<file path="config.mk">
export PLATFORM = sky130hd
export DESIGN_NAME = pipe_hazard_ctrl
export DESIGN_NICKNAME = d
export VERILOG_FILES = /design/src/rtl/pipe_hazard_ctrl.sv
export SDC_FILE = /design/constraint.sdc
export NUM_CORES = 1
export LEC_CHECK = 0
export ABC_AREA = 1
export CORE_MARGIN = 2
export CORE_UTILIZATION = 35
export DETAILED_ROUTE_END_ITERATION = 8
export GPL_TIMING_DRIVEN = 0
export SETUP_SLACK_MARGIN = 0.4
export SLEW_MARGIN = 20
export SYNTH_ARGS = -nofsm -noshare
export SYNTH_HDL_FRONTEND = slang
export SYNTH_SLANG_ARGS = --single-unit
</file>
<file path="constraint.sdc">
create_clock -name clk -period 2.6 [get_ports clk]
set_input_delay 0.52 -clock clk [delete_from_list [all_inputs] [get_ports clk]]
set_output_delay 0.52 -clock clk [all_outputs]
set_load 0.02 [all_outputs]
</file>
<file path="src/rtl/pipe_hazard_ctrl.sv">
// Central hazard scheduler for a 5-stage F/D/X/M/W pipeline.
// Owns the per-stage valid bits and drives the stage stalls, the D-stage bypass
// selects and the PC-mux select. Counts stall and flush cycles.
// Ports:
//   clk, rst_n                  clock, asynchronous active-low reset
//   rs1_D, rs2_D, use_rs*_D     D-stage source registers and their use flags
//   rd_*, regwen_*              X/M/W destination register and write enable
//   load_X, jal_F, br_taken_D,
//   jalr_X, mem_wait            hazard and redirect sources
//   valid_*                     registered per-stage valid bits
//   stall_*, pc_sel, *_byp_sel  combinational pipeline controls
//   stall_cnt, flush_cnt        saturating performance counters
module pipe_hazard_ctrl #(
   parameter int unsigned CNT_W = 16
) (
   input  logic             clk,
   input  logic             rst_n,
   input  logic [4:0]       rs1_D,
   input  logic [4:0]       rs2_D,
   input  logic             use_rs1_D,
   input  logic             use_rs2_D,
   input  logic [4:0]       rd_X,
   input  logic [4:0]       rd_M,
   input  logic [4:0]       rd_W,
   input  logic             regwen_X,
   input  logic             regwen_M,
   input  logic             regwen_W,
   input  logic             load_X,
   input  logic             jal_F,
   input  logic             br_taken_D,
   input  logic             jalr_X,
   input  logic             mem_wait,
   output logic             valid_F,
   output logic             valid_D,
   output logic             valid_X,
   output logic             valid_M,
   output logic             valid_W,
   output logic             stall_F,
   output logic             stall_D,
   output logic             stall_X,
   output logic             stall_M,
   output logic             stall_W,
   output logic [2:0]       pc_sel,
   output logic [1:0]       a_byp_sel,
   output logic [1:0]       b_byp_sel,
   output logic [CNT_W-1:0] stall_cnt,
   output logic [CNT_W-1:0] flush_cnt
);

   localparam int unsigned REG_W = 5;

   // A live older instruction writes the (non-zero) register read by D.
   function automatic logic f_hit(input logic v, input logic we,
                                  input logic [REG_W-1:0] rd,
                                  input logic [REG_W-1:0] rs);
      return v & we & (rd == rs) & (rs != REG_W'(0));
   endfunction

   // Youngest producer wins: X over M over W.
   function automatic logic [1:0] f_byp(input logic use_rs, input logic vd,
                                        input logic hx, input logic hm,
                                        input logic hw);
      if (!use_rs || !vd) return 2'd0;
      if (hx)             return 2'd1;
      if (hm)             return 2'd2;
      if (hw)             return 2'd3;
      return 2'd0;
   endfunction

   logic r_valid_F, r_valid_D, r_valid_X, r_valid_M, r_valid_W;
   logic [CNT_W-1:0] r_stall_cnt, r_flush_cnt;

   logic w_hit_x1, w_hit_m1, w_hit_w1, w_hit_x2, w_hit_m2, w_hit_w2;
   logic w_load_stall, w_redir_X, w_redir_D, w_redir_F;
   logic w_stall_inc, w_flush_inc;
   logic w_nxt_F, w_nxt_D, w_nxt_X, w_nxt_M, w_nxt_W;
   logic [4:0] w_stall;
   logic [2:0] w_pc_sel;

   assign w_hit_x1 = f_hit(r_valid_X, regwen_X, rd_X, rs1_D);
   assign w_hit_m1 = f_hit(r_valid_M, regwen_M, rd_M, rs1_D);
   assign w_hit_w1 = f_hit(r_valid_W, regwen_W, rd_W, rs1_D);
   assign w_hit_x2 = f_hit(r_valid_X, regwen_X, rd_X, rs2_D);
   assign w_hit_m2 = f_hit(r_valid_M, regwen_M, rd_M, rs2_D);
   assign w_hit_w2 = f_hit(r_valid_W, regwen_W, rd_W, rs2_D);

   assign a_byp_sel = f_byp(use_rs1_D, r_valid_D, w_hit_x1, w_hit_m1, w_hit_w1);
   assign b_byp_sel = f_byp(use_rs2_D, r_valid_D, w_hit_x2, w_hit_m2, w_hit_w2);

   assign w_load_stall = r_valid_D & r_valid_X & load_X &
                         ((use_rs1_D & w_hit_x1) | (use_rs2_D & w_hit_x2));
   assign w_redir_X    = r_valid_X & jalr_X;
   assign w_redir_D    = r_valid_D & br_taken_D & ~w_load_stall;
   assign w_redir_F    = r_valid_F & jal_F;

   assign w_stall_inc  = mem_wait | w_load_stall;
   assign w_flush_inc  = (w_redir_X | w_redir_D) & ~mem_wait;

   // Prioritised sequencing: freeze, JALR kill, load bubble, branch kill, shift.
   always_comb begin
      w_pc_sel = 3'd0;
      w_stall  = 5'b00000;
      w_nxt_F  = r_valid_F;
      w_nxt_D  = r_valid_D;
      w_nxt_X  = r_valid_X;
      w_nxt_M  = r_valid_M;
      w_nxt_W  = r_valid_W;
      if (mem_wait) begin
         w_stall = 5'b11111;
      end else if (w_redir_X) begin
         w_pc_sel = 3'd2;
         w_nxt_F  = 1'b1;
         w_nxt_D  = 1'b0;
         w_nxt_X  = 1'b0;
         w_nxt_M  = 1'b1;
         w_nxt_W  = r_valid_M;
      end else if (w_load_stall) begin
         // F and D hold; a bubble enters X.
         w_stall  = 5'b00011;
         w_nxt_F  = 1'b1;
         w_nxt_X  = 1'b0;
         w_nxt_M  = r_valid_X;
         w_nxt_W  = r_valid_M;
      end else if (w_redir_D) begin
         w_pc_sel = 3'd3;
         w_nxt_F  = 1'b1;
         w_nxt_D  = 1'b0;
         w_nxt_X  = r_valid_D;
         w_nxt_M  = r_valid_X;
         w_nxt_W  = r_valid_M;
      end else begin
         // JAL redirects at this edge, so the fetched-next slot is already right.
         w_pc_sel = w_redir_F ? 3'd1 : 3'd0;
         w_nxt_F  = 1'b1;
         w_nxt_D  = r_valid_F;
         w_nxt_X  = r_valid_D;
         w_nxt_M  = r_valid_X;
         w_nxt_W  = r_valid_M;
      end
   end

   always_ff @(posedge clk or negedge rst_n) begin
      if (!rst_n) begin
         r_valid_F   <= 1'b0;
         r_valid_D   <= 1'b0;
         r_valid_X   <= 1'b0;
         r_valid_M   <= 1'b0;
         r_valid_W   <= 1'b0;
         r_stall_cnt <= '0;
         r_flush_cnt <= '0;
      end else begin
         r_valid_F <= w_nxt_F;
         r_valid_D <= w_nxt_D;
         r_valid_X <= w_nxt_X;
         r_valid_M <= w_nxt_M;
         r_valid_W <= w_nxt_W;
         if (w_stall_inc && (r_stall_cnt != '1))
            r_stall_cnt <= r_stall_cnt + CNT_W'(1);
         if (w_flush_inc && (r_flush_cnt != '1))
            r_flush_cnt <= r_flush_cnt + CNT_W'(1);
      end
   end

   assign valid_F   = r_valid_F;
   assign valid_D   = r_valid_D;
   assign valid_X   = r_valid_X;
   assign valid_M   = r_valid_M;
   assign valid_W   = r_valid_W;
   assign stall_F   = w_stall[0];
   assign stall_D   = w_stall[1];
   assign stall_X   = w_stall[2];
   assign stall_M   = w_stall[3];
   assign stall_W   = w_stall[4];
   assign pc_sel    = w_pc_sel;
   assign stall_cnt = r_stall_cnt;
   assign flush_cnt = r_flush_cnt;

endmodule

</file>
==> flow_summary.yaml, run 1 <==
grt:
  grt_max_degree: 29
  grt_use_total_pct: 19.29
  grt_pass1_wl_um: 13590
  first_global_vias: 2889
  grt_antenna_before_repair: 0
  grt_overflow: 0
logic_synthesis:
  seq_area_frac_synth_pct: 33.09
  syn_area_mm2: 0.002798
  syn_avg_cell_area_um2: 6.583
  synth_xor_area_share_pct: 7.513
  synth_edf_count: 0
  ys_top_cells_by_area: "dfrtp_1, nand2_1, inv_1, nand3_1, nand4_1"
  netlist.area_leader.share_pct: 33.09
  netlist-cell-type-count: 33
  synth_compound_area_share_pct: 4.964
  yosys_warnings: 0
  synth_ff_type: "dfrtp_1"
  synth_top_cell_by_area: "dfrtp_1"
  netlist_top_cells_count: "nand2_1, inv_1, dfrtp_1"
  ys_ff_latch: 37
  synthAdderAreaFrac_pct: 0.8945
  synth_simple_gate_area_share_pct: 41.91
  syn_inst: 425
  synth_nets: 464
  synth_top_family_by_area: "simple AND/OR/NAND/NOR gates"
  async_reset_ff_share_pct: 100.0
  synthMuxAreaShare_pct: 0
  synth_most_common_cell: "nand2_1"
pwr:
  peakVddDrop_mv: 0.4240
  p_per_area_mw_per_mm2: 521.8
  p_leak_nw: 1.932
detailed_routing:
  drtPass1Iterations: 4
  via_per_inst: 4.875
  drt-total-wl_um: 8516
  wl_per_cell_um: 13.26
  vias: 3130
  first_iter_violations: 98
  drc: 0
  drtAntennaViolNets: 0
clock_network:
  clk_latency_ns: 0.29
  cts_tree: "done"
  cts_max_path_buffers: 2
  cts_num_sinks: 37
  root_buffer: "clkbuf_8"
  cts.htree.levels: 2
  ctsHoldBuffers: 0
  clkTransAtPathRegs_ns: 0.08
  cts_inserted_buffers: 5
die:
  core_mm2: 0.007727
  rows: 32
  io_pins: 86
  initial_core_util_pct: 36.20
  die_h_um: 93.41
  die_area_mm2: 0.008724
  die_w_um: 93.41
finish:
  nets: 578
  syn2layout_area_growth_pct: 51.39
  multi_input_area_mm2: 0.001752
  antenna_cells: 0
  regArea_um2: 927.1
  n_fill_cell: 749
  design_area_mm2: 0.004235
  drive_above_1_share_pct: 25.37
timing:
  setup_tns_ns: 0
  fin_crit_sh_pct: 89.15
  rsz0062_at_grt: "yes"
  slew_violations: 0
  finalHoldViolCount: 0
  worstMarginPinSlew_ns: 0.5443
  fin_worst_skew_ns: 0.009635
  slew_headroom_pct: 63.72
  fmax_mhz: 431.4
  period_needed_ns: 2.318
  setup_viol: 0
critical_path:
  worstSetupPathType: "primary input to output port"
  cp_max_fo: 3
  worstPathRequired_ns: 2.08
  crit_arrival_ns: 1.80
  critPathCaptureType: "output port"
  regToRegSetupSlack_ns: 0.64
  critPathLaunchType: "primary input"
placement:
  place_area_mm2: 0.003781
  routabilityCongestion: 0.9145
  dp_hpwl_um: 6108
  io_buffers: 84
run_status:
  status: "finished clean"
hold_path:
  hold_class: "primary input to async pin"
job:
  maxCapViolations: 0
layer usage:
layer	global-route usage, %	share of wire [%]	routed length, um	up-vias
met5	0	0	0	-
met4	5.025	1.5	125	0
met3	3.304	4.6	390	12
met2	29.26	46	3953	77
met1	28.33	48	4047	1464
li1	-	-	-	1577
what timing repair did:
item                                    in CTS  in global routing
buffers inserted                            13                  9
pin swaps                                   35                 32
endpoints found under the setup margin      12                 21
gates resized for setup                    176                 63
path summary, 6_finish.rpt:
| path | start | to | depth (start not counted) |
|---|---|---|---|
| worst max-delay path | regwen_X | stall_F | 13 |
| worst min-delay path | rst_n | valid_X | 1 |
| worst max register to register | stall_cnt[0] | stall_cnt[1] | 11 |
| worst min register to register | flush_cnt[8] | flush_cnt[8] | 2 |
| max in group asynchronous | rst_n | stall_cnt[0] | 2 |
| min in group clk | flush_cnt[8] | flush_cnt[8] | 2 |
where the power goes:
group,internal [mW],switching [mW],total (mW),leakage [nW]
Clock,0.288,0.215,0.503,0.0554
Sequential,0.672,0.128,0.799,0.486
Combinational,0.414,0.494,0.908,1.39
cells by family (layout without fill, tap and decap cells):
kind of cell / count (synthesis) / count (layout)
flip-flops: 37 / 37
AO/OA/AOI/OAI: 24 / 24
AND/OR/NAND/NOR: 264 / 264
buffers and inverters: 73 / 188
other: 1 / 1
XOR/XNOR: 24 / 24
adder cells (fa/ha/maj): 2 / 2
critical path: stages:
cell	delay [ns]
clkdlybuf4s15_2	0.18
nand2_2	0.06
a21oi_2	0.13
nand2_2	0.08
nor2_4	0.13
nand3_2	0.08
nand2_1	0.09
nand2_2	0.07
nand2_4	0.10
o21ai_4	0.07
inv_2	0.08
buf_6	0.09
buf_6	0.10
layout by cell type (no fill, tap or decap), drive strengths merged, types with 4 or more instances in the layout:
master,n
nand3,38
nand4,21
clkbuf,15
nor2,38
nor3,13
buf,59
clkdlybuf4s15,5
clkdlybuf4s50,46
o21ai,14
a21oi,4
inv,60
dfrtp,37
or2,4
nand2,146
xor2,12
xnor2,12
state kept, by name, summed over array words and instances (netlist names):
name / flops
valid_F: 1
valid_D: 1
flush_cnt: 16
stall_cnt: 16
valid_W: 1
valid_M: 1
valid_X: 1
area by class of cell:
cell class                 instances  area share [%]
buffer                            13           2.304
clock buffer                       6           1.713
inverter                          60           5.790
clock inverter                     2          0.9158
tap                              102           3.013
multi-input combinational        315           41.36
timing repair buffer             107           23.01
sequential                        37           21.89
metrics by stage:
stage / setup WS (ns) / hold WS, ns / utilization (%) / instances / total power [mW]
floorplan: 0.4178 / 0.2244 / - / 425 / 1.224
global placement: -0.7638 / 0.4866 / 48.74 / 611 / 1.608
detailed placement: -0.7592 / 0.4148 / 48.93 / 612 / 1.620
CTS: 0.3072 / 0.09855 / 52.17 / 633 / 2.167
global route: 0.2070 / 0.1016 / 54.81 / 642 / 2.346
finish: 0.2821 / 0.09483 / 54.81 / 642 / 2.210
(Power assumes the default switching activity.)
==> run 2, diff against run 1 <==
CORE_MARGIN = unset   (was 2)
GPL_ROUTABILITY_DRIVEN = 0   (was unset)
==> run 2 against run 1 <==
Against the previous run:
- utilization shrank 1.3 points
- combinational power shrank 4.6%
- cell count shrank 1.4%
- critical path depth shrank 4
- critical endpoint unchanged
==> flow_summary.yaml, run 2 (synthesis results as in run 1) <==
timing:
  finalHoldViolCount: 0
  fmax_mhz: 438.2
  period_needed_ns: 2.282
  setup_viol: 0
  setup_tns_ns: 0
  slew_headroom_pct: 65.27
  fin_worst_skew_ns: 0.007730
  timing.final.ws_setup_ns: 0.3179
  slew_violations: 0
  worstMarginPinSlew_ns: 0.5209
  fin_crit_sh_pct: 87.77
  rsz0062_at_grt: "yes"
grt:
  grt_max_degree: 31
  grt_pass1_wl_um: 13690
  grt_use_total_pct: 20.25
  grt_overflow: 0
  grt_antenna_before_repair: 0
  first_global_vias: 2865
finish:
  mostFrequentLayoutCells: "nand2_1, inv_1, clkdlybuf4s50_1, dfrtp_1, nand3_1"
  syn2layout_area_growth_pct: 47.67
  nets: 569
  design_area_mm2: 0.004131
  antenna_cells: 0
  regArea_um2: 927.1
  fin_util_pct: 53.46
  n_fill_cell: 789
  multi_input_area_mm2: 0.001708
  drive_above_1_share_pct: 23.16
  mostFrequentLayoutCell: "nand2_1"
die:
  die_w_um: 91.41
  rows: 32
  core_mm2: 0.007727
  io_pins: 86
  initial_core_util_pct: 36.20
  die_h_um: 91.41
  die_area_mm2: 0.008355
detailed_routing:
  first_iter_violations: 152
  via_per_inst: 4.803
  drt-total-wl_um: 8187
  drtPass1Iterations: 4
  drtAntennaViolNets: 0
  drc: 0
  wl_per_cell_um: 12.93
  vias: 3040
critical_path:
  worstPathRequired_ns: 2.08
  crit_arrival_ns: 1.76
  cp_max_fo: 3
  worstSetupPathType: "primary input to output port"
  critPathLaunchType: "primary input"
  critPathCaptureType: "output port"
pwr:
  p_leak_nw: 1.872
  p_per_area_mw_per_mm2: 529.9
  peakVddDrop_mv: 0.5208
placement:
  dp_slack_ns: -0.7717
  place_area_mm2: 0.003781
  dp_hpwl_um: 6009
  io_buffers: 84
job:
  maxCapViolations: 0
clock_network:
  cts_inserted_buffers: 5
  clkTransAtPathRegs_ns: 0.07
  clk_latency_ns: 0.29
  cts_max_path_buffers: 2
  cts_tree: "done"
  cts.htree.levels: 2
  cts_num_sinks: 37
  root_buffer: "clkbuf_8"
hold_path:
  hold_class: "primary input to async pin"
run_status:
  status: "finished clean"
run 2: cell types whose count changed in the layout (fill, tap and decap cells not counted), sizes merged:
cell,change
buf,-8
dlygate4sd2,+4
clkbuf,-2
clkdlybuf4s15,-2
clkinv,-1
run 2: layout make-up:
type / instances / share of cell area [%]
Multi-Input combinational cell: 315 / 41.34
Inverter: 60 / 5.996
Clock buffer: 7 / 2.090
Sequential cell: 37 / 22.44
Tap cell: 102 / 3.089
Clock inverter: 1 / 0.7268
Timing Repair Buffer: 98 / 21.96
Buffer: 13 / 2.362
run 2: repair_timing:
action | 4_1_cts | 5_1_grt
gates cloned | 0 | 0
buffers inserted | 8 | 5
endpoints found under the setup margin | 13 | 17
gates resized for setup | 193 | 30
hold buffers | 0 | 0
pin swaps | 36 | 22
run 2: worst max-delay path, cell delays in order:
cell and delay, ns:
clkdlybuf4s50_1 0.48, nand2_1 0.07, nor2_1 0.18, nand2_4 0.08, nand2_4 0.09, o21ai_2 0.07, inv_2 0.08, buf_6 0.09
buf_6 0.10
run 2: report_power, final:
group	switching (mW)	internal, mW
combinational	0.475	0.391
sequential	0.128	0.672
clock	0.211	0.313
run 2: worst paths after layout:
path / to / slack (ns) / start / depth (start not counted)
worst max register to register: stall_cnt[2] / 0.66 / stall_cnt[0] / 11
worst min-delay path: flush_cnt[14] / 0.08 / rst_n / 1
max in group asynchronous: stall_cnt[0] / 2.10 / rst_n / 2
worst min register to register: flush_cnt[8] / 0.50 / flush_cnt[8] / 2
min in group clk: flush_cnt[8] / 0.50 / flush_cnt[8] / 2
worst max-delay path: stall_F / 0.32 / load_X / 9
run 2: per-stage QoR:
stage | hold slack [ns] | total power, mW | cells
floorplan | 0.2244 | 1.224 | 425
global placement | 0.4876 | 1.606 | 611
detailed placement | 0.3895 | 1.614 | 612
CTS | 0.08284 | 2.179 | 628
global route | 0.08273 | 2.330 | 633
finish | 0.07532 | 2.189 | 633
run 2: per-layer routing:
metal  wire length (um)  vias to the layer above  share of wire, %  track usage (%)
met2               3790                       77                46            32.52
li1                   -                     1562                 -                -
met3                335                       10               4.1            3.015
met4                 77                        0              0.94            4.365
met1               3983                     1391                49            28.66
met5                  0                        -                 0                0
